File: src/rtl/serial_order_merger.sv
// rtl/serial_order_merger.sv - merges tagged lanes into one stream in strict serial order
module serial_order_merger #(
  parameter type data_t       = logic [7:0],
  parameter int  NUM_INPUTS   = 4,
  parameter int  SERIAL_WIDTH = 8,
  parameter int  STALL_LIMIT  = 1024
) (
  input  logic                    clk,
  input  logic                    rst_n,
  input  data_t                   in_data  [NUM_INPUTS],
  input  logic [SERIAL_WIDTH-1:0] in_tag   [NUM_INPUTS],
  input  logic [NUM_INPUTS-1:0]   in_keep,
  input  logic [NUM_INPUTS-1:0]   in_last,
  input  logic [NUM_INPUTS-1:0]   in_valid,
  output logic [NUM_INPUTS-1:0]   in_ready,
  output data_t                   out_data,
  output logic [SERIAL_WIDTH-1:0] out_tag,
  output logic                    out_keep,
  output logic                    out_last,
  output logic                    out_valid,
  input  logic                    out_ready,
  input  logic                    clr_err,
  output logic                    err_stall,
  output logic                    err_dup,
  output logic [31:0]             beat_count
);

  localparam int SEL_W = (NUM_INPUTS > 1) ? $clog2(NUM_INPUTS) : 1;
  localparam int CNT_W = $clog2(STALL_LIMIT + 1);

  logic [SERIAL_WIDTH-1:0] exp_serial;
  logic [NUM_INPUTS-1:0]   match;
  logic [SEL_W-1:0]        sel;
  logic                    any;
  logic                    dup;
  logic                    load;
  logic                    stall_inc;
  logic [CNT_W-1:0]        stall_cnt;

  always_comb begin
    match = '0;
    sel   = '0;
    for (int i = 0; i < NUM_INPUTS; i++) begin
      match[i] = in_valid[i] && (in_tag[i] == exp_serial);
    end
    // Descending scan so the lowest matching lane is the last one written.
    for (int i = NUM_INPUTS - 1; i >= 0; i--) begin
      if (match[i]) sel = SEL_W'(i);
    end
    any       = |match;
    dup       = |(match & (match - NUM_INPUTS'(1)));
    load      = rst_n && any && (!out_valid || out_ready);
    in_ready  = load ? (NUM_INPUTS'(1) << sel) : '0;
    stall_inc = (|in_valid) && !any;
  end

  always_ff @(posedge clk) begin
    if (!rst_n) begin
      exp_serial <= '0;
      out_valid  <= 1'b0;
      beat_count <= '0;
    end else if (load) begin
      exp_serial <= exp_serial + SERIAL_WIDTH'(1);
      out_valid  <= 1'b1;
      beat_count <= beat_count + 32'd1;
    end else if (out_ready) begin
      out_valid  <= 1'b0;
    end
  end

  // Payload registers are deliberately left out of reset.
  always_ff @(posedge clk) begin
    if (load) begin
      out_data <= in_data[sel];
      out_tag  <= in_tag[sel];
      out_keep <= in_keep[sel];
      out_last <= in_last[sel];
    end
  end

  always_ff @(posedge clk) begin
    if (!rst_n) begin
      stall_cnt <= '0;
    end else if (clr_err || load || !(|in_valid)) begin
      stall_cnt <= '0;
    end else if (stall_inc && stall_cnt != CNT_W'(STALL_LIMIT)) begin
      stall_cnt <= stall_cnt + CNT_W'(1);
    end
  end

  // Set terms are tested before clear so a simultaneous event wins.
  always_ff @(posedge clk) begin
    if (!rst_n) begin
      err_stall <= 1'b0;
      err_dup   <= 1'b0;
    end else begin
      if (stall_inc && stall_cnt == CNT_W'(STALL_LIMIT - 1)) err_stall <= 1'b1;
      else if (clr_err)                                      err_stall <= 1'b0;
      if (dup)          err_dup <= 1'b1;
      else if (clr_err) err_dup <= 1'b0;
    end
  end

endmodule
File: config.mk
export PLATFORM = sky130hd
export DESIGN_NAME = serial_order_merger
export DESIGN_NICKNAME = d
export VERILOG_FILES = /design/src/rtl/serial_order_merger.sv
export SDC_FILE = /design/constraint.sdc
export NUM_CORES = 1
export LEC_CHECK = 0
export ABC_AREA = 1
export CAP_MARGIN = 20
export CORE_MARGIN = 2
export CORE_UTILIZATION = 60
export CTS_BUF_LIST = sky130_fd_sc_hd__clkbuf_4 sky130_fd_sc_hd__clkbuf_8 sky130_fd_sc_hd__clkbuf_16
export DETAILED_ROUTE_END_ITERATION = 10
export DONT_BUFFER_PORTS = 1
export PLACE_DENSITY_LB_ADDON = 0.08
export SYNTH_ARGS = -nofsm -noshare
export SYNTH_HDL_FRONTEND = slang
export SYNTH_SLANG_ARGS = --single-unit
File: constraint.sdc
create_clock -name clk -period 2.5 [get_ports clk]
set_clock_uncertainty 0.1 [all_clocks]
set_input_delay 0.25 -clock clk [delete_from_list [all_inputs] [get_ports clk]]
set_output_delay 0.25 -clock clk [all_outputs]
set_load 0.1 [all_outputs]
## Word-level counts from Yosys, hierarchy flattened

Index checks and enable logic that the tools add are counted.
Widths: inputs -> output; s select.

| operators by class | value |
|---|---|
| div/mod/pow operators | 0 |
| reduce and logical (&&, ||, !) cells | 22 |
| equality and inequality tests | 6 |
| bitwise logic cells | 3 |
| magnitude comparators | 2 |
| shift-type cells | 1 |
| multipliers | 0 |
| add/subtract/negate cells | 4 |
| muxes and demuxes | 20 |

Operators by type and width:

| cell | count |
|---|---|
| $add 32x1->32 const B | 1 |
| $bmux 8 s2 | 2 |
| $eq 8x8->1 | 4 |
| $mux 8 | 4 |
| $reduce_or 4->1 | 3 |
| $add 11x1->11 const B | 1 |
| $eq 11x10->1 const B | 1 |
| $ne 11x11->1 const B | 1 |
| $logic_and 1x1->1 | 9 |
| $add 8x1->8 const B | 1 |
| $mux 2 | 4 |
| $mux 1 | 7 |
| $reduce_bool 2->1 | 3 |
| $and 4x4->4 | 1 |
| $bmux 1 s2 | 2 |
| $mux 4 | 1 |
| $shl 1x2->4 const A | 1 |
| $sub 4x1->4 const B | 1 |
| $ge 3x3->1 const B | 1 |
| $logic_not 1->1 | 3 |
| $logic_or 1x1->1 | 3 |
| $lt 2x3->1 const B | 1 |
| $not 2->3 | 1 |
| $reduce_or 2->1 | 1 |
| $not 1->1 | 1 |

| word-level totals | value |
|---|---|
| bits in registers | 72 |
| logic and storage cells | 68 |
| memories | 0 |
| bits of input ports | 80 |
| ROM bits | 0 |
| bits in latches | 0 |
| bits in writable memories | 0 |
| output and inout bits | 57 |

## Longest topological paths before layout

Gate-level depths: netlist of the first run.

| logic depth | value |
|---|---|
| depth after elaboration | 10 |
| depth in mapped cells | 15 |
| gate-level depth less buffers | 13 |

## Worst setup path after synthesis of the first run

Ideal clock, no wire load.

| timing path | value |
|---|---|
| kind | register to output |
| from | register out_valid |
| to | output in_ready[2] |
| required time | 2.150 ns |
| path buffers | 0 |
| path slack | -1.068 ns |
| data arrival time | 3.218 ns |
| stages on the path, launching flop included | 6 |
| cells stage by stage | dfxtp_1 > nand2_1 > inv_1 > nor2_1 > inv_1 > nor3_1 |

| on the way | value |
|---|---|
| longest elaborated chain between the ends | 4 |

RTL lines:

| what | line | RTL |
|---|---|---|
| from (decl) | 20 | `output logic out_valid,` |
| from (signal assigned) | 60 | `out_valid <= 1'b0;` |
| from (signal assigned) | 64 | `out_valid <= 1'b1;` |
| from (signal assigned) | 67 | `out_valid <= 1'b0;` |
| $logic_not 1->1 | 52 | `load = rst_n && any && (!out_valid \|\| out_ready);` |
| $logic_or 1x1->1 | 52 |  |
| $logic_and 1x1->1 | 52 |  |
| $mux 4 | 53 | `in_ready = load ? (NUM_INPUTS'(1) << sel) : '0;` |
| to (decl) | 15 | `output logic [NUM_INPUTS-1:0] in_ready,` |

Every way passes these cells.

## Worst setup path in the final report of the first run

| timing path | value |
|---|---|
| from | register exp_serial[2] |
| to | output in_ready[3] |

| on the way | value |
|---|---|
| longest elaborated chain between the ends | 8 |
| elaborated cells between the ends (all ways) | 17 |
| classes of those cells | eq/ne: 4; shift: 1; mux: 5; reduce/logical: 7 |

RTL lines:

| what | line | RTL |
|---|---|---|
| from (decl) | 31 | `logic [SERIAL_WIDTH-1:0] exp_serial;` |
| from (signal assigned) | 63 | `exp_serial <= exp_serial + SERIAL_WIDTH'(1);` |
| $eq 8x8->1 | 44 | `match[i] = in_valid[i] && (in_tag[i] == exp_serial);` |
| $logic_and 1x1->1 | 44 |  |
| $mux 2 (4 in series) | 48 | `if (match[i]) sel = SEL_W'(i);` |
| $shl 1x2->4 | 53 |  |
| $mux 4 * | 53 |  |

Every way passes the cells marked *; elsewhere a longest branch is shown, timed or not.

==> results.md, run 1 <==
- Final TNS setup: 0 ps
- CP Data Required Time: 2150 ps
- Gr usage total: 34.37%
- Die W: 95.34 um
- Crit-path slowest cell: dfxtp_2
- Reg2reg setup slack: 200 ps
- Die H: 95.34 um
- Post-Syn Area: 5006 sq um
- CP startpoint: exp_serial[2]
- Hold WC Path Type: in2reg
- Sink Count: 72
- Port-buffer cells: 0
- Clock slew at reported path FFs: 90 ps
- Core area: 8134 sq um
- Status: finished, final reports clean
- Reg2reg start: exp_serial[4]
- Latest clock arrival within the worst-skew pair: 370 ps
- Critical R2R Capture: out_data[6]
- Tightest Pin Transition: 922.3 ps
- Vias in the first global route: 4945
- Yosys warns: 0
- First-pass GRT wire length: 24350 um
- TritonCTS Buffers: 9
- Post-synthesis xor/xnor area fraction: 8.048%
- Final setup violation count: 0
- Post-detailed-route wirelength per cell: 16.37 um
- Slew Limit Fails: 0
- Fmax: 0.4083 GHz
- Sequential share of the synthesized area: 32.39%
- Min Tclk post-route: 2449 ps
- Period Utilization, post-route: 97.97%
- Final hold slack: 1.432 ps
- Std-Cell Rows: 33
- Post-synthesis compound-gate area fraction: 8.073%
- Worst path arrival time: 2100 ps
- Relative slew slack: 38.64%
- Worst Reg2Reg Path Length in Cells: 11
- Most frequent cells in the layout: nand2_1, nand3_1, inv_1
- CP cell instances: buf_4 -> nand2_1 -> nand2_1 -> nor2_2 -> buf_4 -> nand3_2 -> nand2_4 -> nor2_4 -> nor2_8 -> nand3_2 -> clkinvlp_4 -> buf_12
- Netlist cell types: 34
- Ant diodes: 0
- TritonCTS clock tree: yes
- Mapped Nets: 874
- Multi-input gate area: 3070 sq um
- Power per Cell Area: 378.3 nW/um^2
- Die area: 9090 sq um
- Adder-Cell Fraction of Synth Area: 0.9998%
- Leakage power total: 2.533 nW
- IO Count: 137
- Maxcap violations: 0
- Dpl ws: 5.326 ps
- CTS max path bufs: 2
- Most common library cell in the layout ignoring fill and taps: nand2_1
- Vias per std cell: 5.706
- Total wire length: 15640 um
- Final nets: 929
- RD Place Congestion: 1.041
- DRT iter0 DRCs: 349
- Final hold violation count: 0
- Critical path endpoint category: primary output
- Area Overhead vs Synth: 19.30%
- Peak supply drop: 0.2368 mV
- CTS H-tree depth: 3
- Startpoint types: flip-flop
- Root buf cell: clkbuf_8
- Global route total overflow: 0
- Syn Inst Count: 790
- Mux cell area share after synthesis: 0%
- DP HPWL: 11490 um
- Initial DRT Pass Iterations: 5
- Worst Setup EP: in_ready[3]
- Layout cells sized above 1: 16.24%
- Largest family of logic cells by synthesized area: simple AND/OR/NAND/NOR gates
- FF/Latch Area: 1649 sq um
- Final WS setup: 50.68 ps
- FILL cells: 630
- Initial antenna violation count: 0
- Largest net degree at the start of global routing: 43
- Critical path class: reg2out
- Post-synthesis register bit count: 72
- Crit Path Max Fanout: 6
- Vias: 5449
- Simple-Gate Fraction of Synth Area: 41.54%
- Initial core utilization: 61.54%
- DRC errors left: 0
- Largest stage delay, worst path: 350 ps
- Syn_area_per_cell: 6.337 sq um
- Detail Route Antenna Nets: 0
==> final cells by class <==
type                       count  share of cell area, %
tap                          105                  2.200
timing repair buffer          77                  10.79
clock inverter                 7                  1.006
clock buffer                   9                  2.074
multi-input combinational    612                  51.41
sequential                    72                  27.61
inverter                      73                  4.903
==> how the worst min path moves through the flow <==
stage | depth (start not counted) | from | end
after CTS | 2 | in_data[23] | out_data[7]
after detailed placement | 2 | rst_n | out_valid
after global routing | 2 | in_tag[25] | out_tag[1]
final | 2 | rst_n | exp_serial[1]
after floorplan | 2 | rst_n | out_valid
after global placement | 2 | rst_n | out_valid
==> logic make-up after synthesis <==
logic type	after synthesis
flops	72
compound gates	79
simple gates	483
xor+xnor	46
buf+inv	106
fa+ha+maj	4
==> critical path: cells and delay by family, from the launching register on <==
family	cells	cell delay [ps]
simple gates	8	770
buf+inv	4	620
flops	1	350
==> Yosys cell counts <==
master,n,share of area (%)
nor4_1,3,0.37
nand2_2,5,0.62
xor2_1,31,5.4
buf_4,8,1.2
inv_1,65,4.9
nor2_4,1,0.22
o211ai_1,1,0.15
nor3_2,1,0.20
a21boi_0,1,0.15
edfxtp_1,18,11
a21oi_2,1,0.17
xnor2_1,15,2.6
nor2_2,1,0.13
nand2_4,1,0.22
dfxtp_1,54,22
o21ai_0,12,1.2
buf_2,15,1.5
nor2_1,74,5.5
clkbuf_1,8,0.60
clkbuf_2,1,0.10
nand3_1,69,6.9
nand3_2,2,0.40
nand2b_1,1,0.13
nand2_1,274,21
nand4_1,24,3.0
nor3_1,20,2.0
ha_1,4,1.0
nand3b_1,4,0.60
or2_1,2,0.25
inv_2,8,0.60
o21ai_1,2,0.20
nor2_8,1,0.40
a21oi_1,62,6.2
buf_1,1,0.075
==> layer usage <==
| layer | global-route usage, % | vias up | wire [um] | part of all wire, % |
|---|---|---|---|---|
| met3 | 10.67 | 29 | 1648 | 11 |
| li1 | - | 2649 | - | - |
| met4 | 9.541 | 0 | 279 | 1.8 |
| met1 | 45.88 | 2489 | 6544 | 42 |
| met5 | 0 | - | 0 | 0 |
| met2 | 53.76 | 282 | 7164 | 46 |
==> power by group <==
| part | internal [mW] | switching, mW | total [mW] |
|---|---|---|---|
| Combinational | 0.0565 | 0.0950 | 0.151 |
| Sequential | 1.19 | 0.00781 | 1.20 |
| Clock | 0.380 | 0.532 | 0.912 |
==> timing repair <==
| item | 4_1_cts | 5_1_grt |
|---|---|---|
| resized for setup | 12 | 36 |
| hold endpoints to repair | 10 | 2 |
| endpoints found under the setup margin | 7 | 41 |
| cloned | 0 | 0 |
| pin swaps | 2 | 14 |
| hold buffers | 8 | 2 |
| setup buffers | 2 | 11 |
==> registers in the layout, summed over array words and instances, names as in the netlist, 8 cells and up <==
| signal | cells |
|---|---|
| exp_serial | 8 |
| stall_cnt | 11 |
| out_tag | 8 |
| out_data | 8 |
| beat_count | 32 |
==> per-stage QoR <==
stage | std cells | power [mW] | instance area [sq um] | utilization, %
after floorplan | 790 | 1.327 | 5039 | -
after global placement | 916 | 1.348 | 5439 | 66.87
after detailed placement | 916 | 1.351 | 5439 | 66.87
after CTS | 942 | 2.242 | 5746 | 70.64
after global routing | 955 | 2.331 | 5972 | 73.42
final | 955 | 2.259 | 5972 | 73.42
No activity file was read; power rests on OpenSTA's default activity.
==> run 2, diff against run 1 <==
Settings changed: CORE_UTILIZATION 60 to 40.
==> run 2 against run 1 <==
  * Sequential share of layout area is 0.66 points lower
  * Count of clock-buffer cells in the layout up 2
  * Non-clock buffer count shrank 3
  * Core utilization fell by 23 points
  * Via count fell by 3.9%
  * Critical path depth is 1 lower
  * Hold slack better by 4.1 ps
  * First-iteration DRC count increased by 15%
  * Setup slack gained 48 ps
  * Sequential power about the same
  * Critical path type unchanged
  * Largest power group is now clock
==> results.md, run 2 (synthesized netlist as in run 1, its figures left out) <==
- Final setup violation count: 0 (unchanged)
- CP Data Required Time: 2150 ps (about the same)
- Min Tclk post-route: 2402 ps (-47.79 ps)
- Vias per std cell: 5.160 (-9.6%)
- Power per Cell Area: 448.3 nW/um^2 (+19%)
- Global route total overflow: 0 (unchanged)
- DP HPWL: 11760 um (+2.3%)
- Max layer used: met4
- Detail Route Antenna Nets: 0 (unchanged)
- Clock slew at reported path FFs: 60 ps (-30 ps)
- M1 wire length: 6764 um (+3.4%)
- Cell family with most CP delay: simple AND/OR/NAND/NOR gates
- Ant diodes: 0 (unchanged)
- Die H: 115.9 um (+22%)
- Final hold violation count: 0 (unchanged)
- Root buf cell: clkbuf_16
- Die W: 115.9 um (+22%)
- Most frequent cells in the layout: nand2_1, nor2_1, buf_4
- Gr usage total: 23.00% (-11 points)
- Most common library cell in the layout ignoring fill and taps: nand2_1
- Placed instance area: 5575 sq um (+2.5%)
- Port-buffer cells: 0 (unchanged)
- CTS max path bufs: 2 (unchanged)
- Sink Count: 72 (unchanged)
- Max reg flops: 32 (unchanged)
- Core Util, Final: 50.43% (-23 points)
- Largest stage delay, worst path: 380 ps (+30 ps)
- Worst path arrival time: 2050 ps (-50 ps)
- Std-Cell Rows: 40 (+21%)
- IO Count: 137 (unchanged)
- FILL cells: 1256 (+99%)
- Non-filler instance count after layout: 1015 (+6.3%)
- Largest net degree at the start of global routing: 43 (unchanged)
- Crit Path Max Fanout: 8 (+2)
- Final nets: 926 (-0.32%)
- Critical path endpoint category: primary output
- Initial antenna violation count: 0 (unchanged)
- Startpoint types: flip-flop
- Relative slew slack: 38.61% (about the same)
- RSZ-0062 raised after global routing: yes
- Critical path class: reg2out
- Initial DRT Pass Iterations: 5 (unchanged)
- Die area: 13430 sq um (+48%)
- CP cell instances: inv_2 -> or2_1 -> nand2_1 -> inv_1 -> nand3_2 -> nor2_4 -> buf_4 -> nor3_4 -> nand3_2 -> clkinvlp_4 -> buf_12
- Worst Path Buf+Inv: 5 (+1)
- Slew Limit Fails: 0 (unchanged)
- Post-detailed-route wirelength per cell: 15.11 um (-7.7%)
- Initial core utilization: 41.33% (-20 points)
- Core area: 12110 sq um (+49%)
- Latest clock arrival within the worst-skew pair: 340 ps (-30 ps)
- CTS H-tree depth: 3 (unchanged)
- Period Utilization, post-route: 96.06% (-1.9 points)
- Fmax: 0.4164 GHz (+2.0%)
- Hold WC Path Type: in2reg
- Placed insts: 985 (+7.5%)
- First-pass GRT wire length: 24020 um (-1.4%)
- Top Registers: beat_count: 32 flops, stall_cnt: 11 flops
- TritonCTS clock tree: yes
- DRT iter0 DRCs: 400 (+15%)
- Tightest Pin Transition: 922.7 ps (+0.4639 ps)
- Crit path top cell by count: nand3_2
- Vias: 5237 (-3.9%)
- Largest register by flop count: beat_count
- Met2 wire len: 7301 um (+1.9%)
- Total wire length: 15330 um (-1.9%)
- Crit-path slowest cell: dfxtp_4
- Layout cells sized above 1: 15.23% (-1.0 points)
- Leakage power total: 2.577 nW (+1.7%)
- Area Overhead vs Synth: 22.02%
- Design area: 6108 sq um (+2.3%)
- DRC errors left: 0 (unchanged)
- Maxcap violations: 0 (unchanged)
- RD Place Congestion: 0.8929 (-14%)
- Status: finished, final reports clean
- Vias in the first global route: 4946 (+0.020%)
- TritonCTS Buffers: 9 (unchanged)
- Peak supply drop: 0.3134 mV (+32%)
- Met3 WL: 1049 um (-36%)
[run 2: cell types whose count changed in the layout (fill, tap and decap cells not counted), moves of 2 or more]
cell           change
clkbuf_8           -9
clkbuf_16          +9
nor2_1             +6
dlygate4sd3_1      -7
clkbuf_4           +2
nand2_1            +5
buf_4              +4
nor2_2             -5
bufinv_16          +2
inv_6              -3
nand2_2            -6
[run 2: worst register-to-register path, cell delays in order (launching register included)]
cell	delay, ps
dfxtp_4	370
inv_2	120
nand2_1	60
nand2_1	60
inv_1	40
nand2_1	60
nor2_2	40
nand3_2	120
nand2_4	120
inv_8	150
nand2_4	70
nand2_4	100
buf_4	390
nand2_1	120
a21oi_1	150
[run 2: path summary, 6_finish.rpt]
| path | from | to | slack (ps) | cells after the start |
|---|---|---|---|---|
| max | exp_serial[5] | in_ready[3] | 100 | 11 |
| min | in_data[22] | out_data[6] | 5 | 2 |
| min reg2reg | stall_cnt[10] | stall_cnt[10] | 390 | 2 |
| max reg2reg | exp_serial[3] | exp_serial[0] | 350 | 14 |
[run 2: what timing repair did]
action	in CTS	in global routing
pin swaps	1	11
hold endpoints to repair	6	0
endpoints found under the setup margin	4	35
hold buffers	3	0
setup buffers	1	10
gates resized for setup	14	17
[run 2: report_power, final]
group	switching, mW	total [mW]	leakage, nW	internal, mW
registers	0.00799	1.20	0.603	1.19
clock network	0.511	1.41	0.161	0.898
logic	0.0829	0.131	1.81	0.0483
total	0.602	2.74	2.58	2.14
[run 2: cell type report]
cell class,count,area (sq um),share of cell area [%]
multi-input combinational,612,3028,49.57
timing repair buffer,74,613.1,10.04
tap,168,210.2,3.441
clock inverter,5,82.58,1.352
sequential,72,1647,26.96
clock buffer,11,240.2,3.933
inverter,73,287.8,4.711
[run 2: per-stage QoR]
step                setup TNS (ps)  worst slack (ps)  hold WS (ps)  power, mW
finish                           0             98.47         5.497      2.738
global placement                 0             86.69         298.1      1.350
CTS                              0             3.681        0.1853      2.763
floorplan                        0             33.93         275.1      1.327
global route                -59.04            -38.04         11.65      2.832
detailed placement               0             19.66         288.1      1.351
[run 2: metal layers]
metal | up-vias | GRT usage, %
li1 | 2648 | -
met1 | 2405 | 28.00
met2 | 169 | 40.31
met3 | 15 | 5.387
met4 | 0 | 7.143
met5 | - | 0
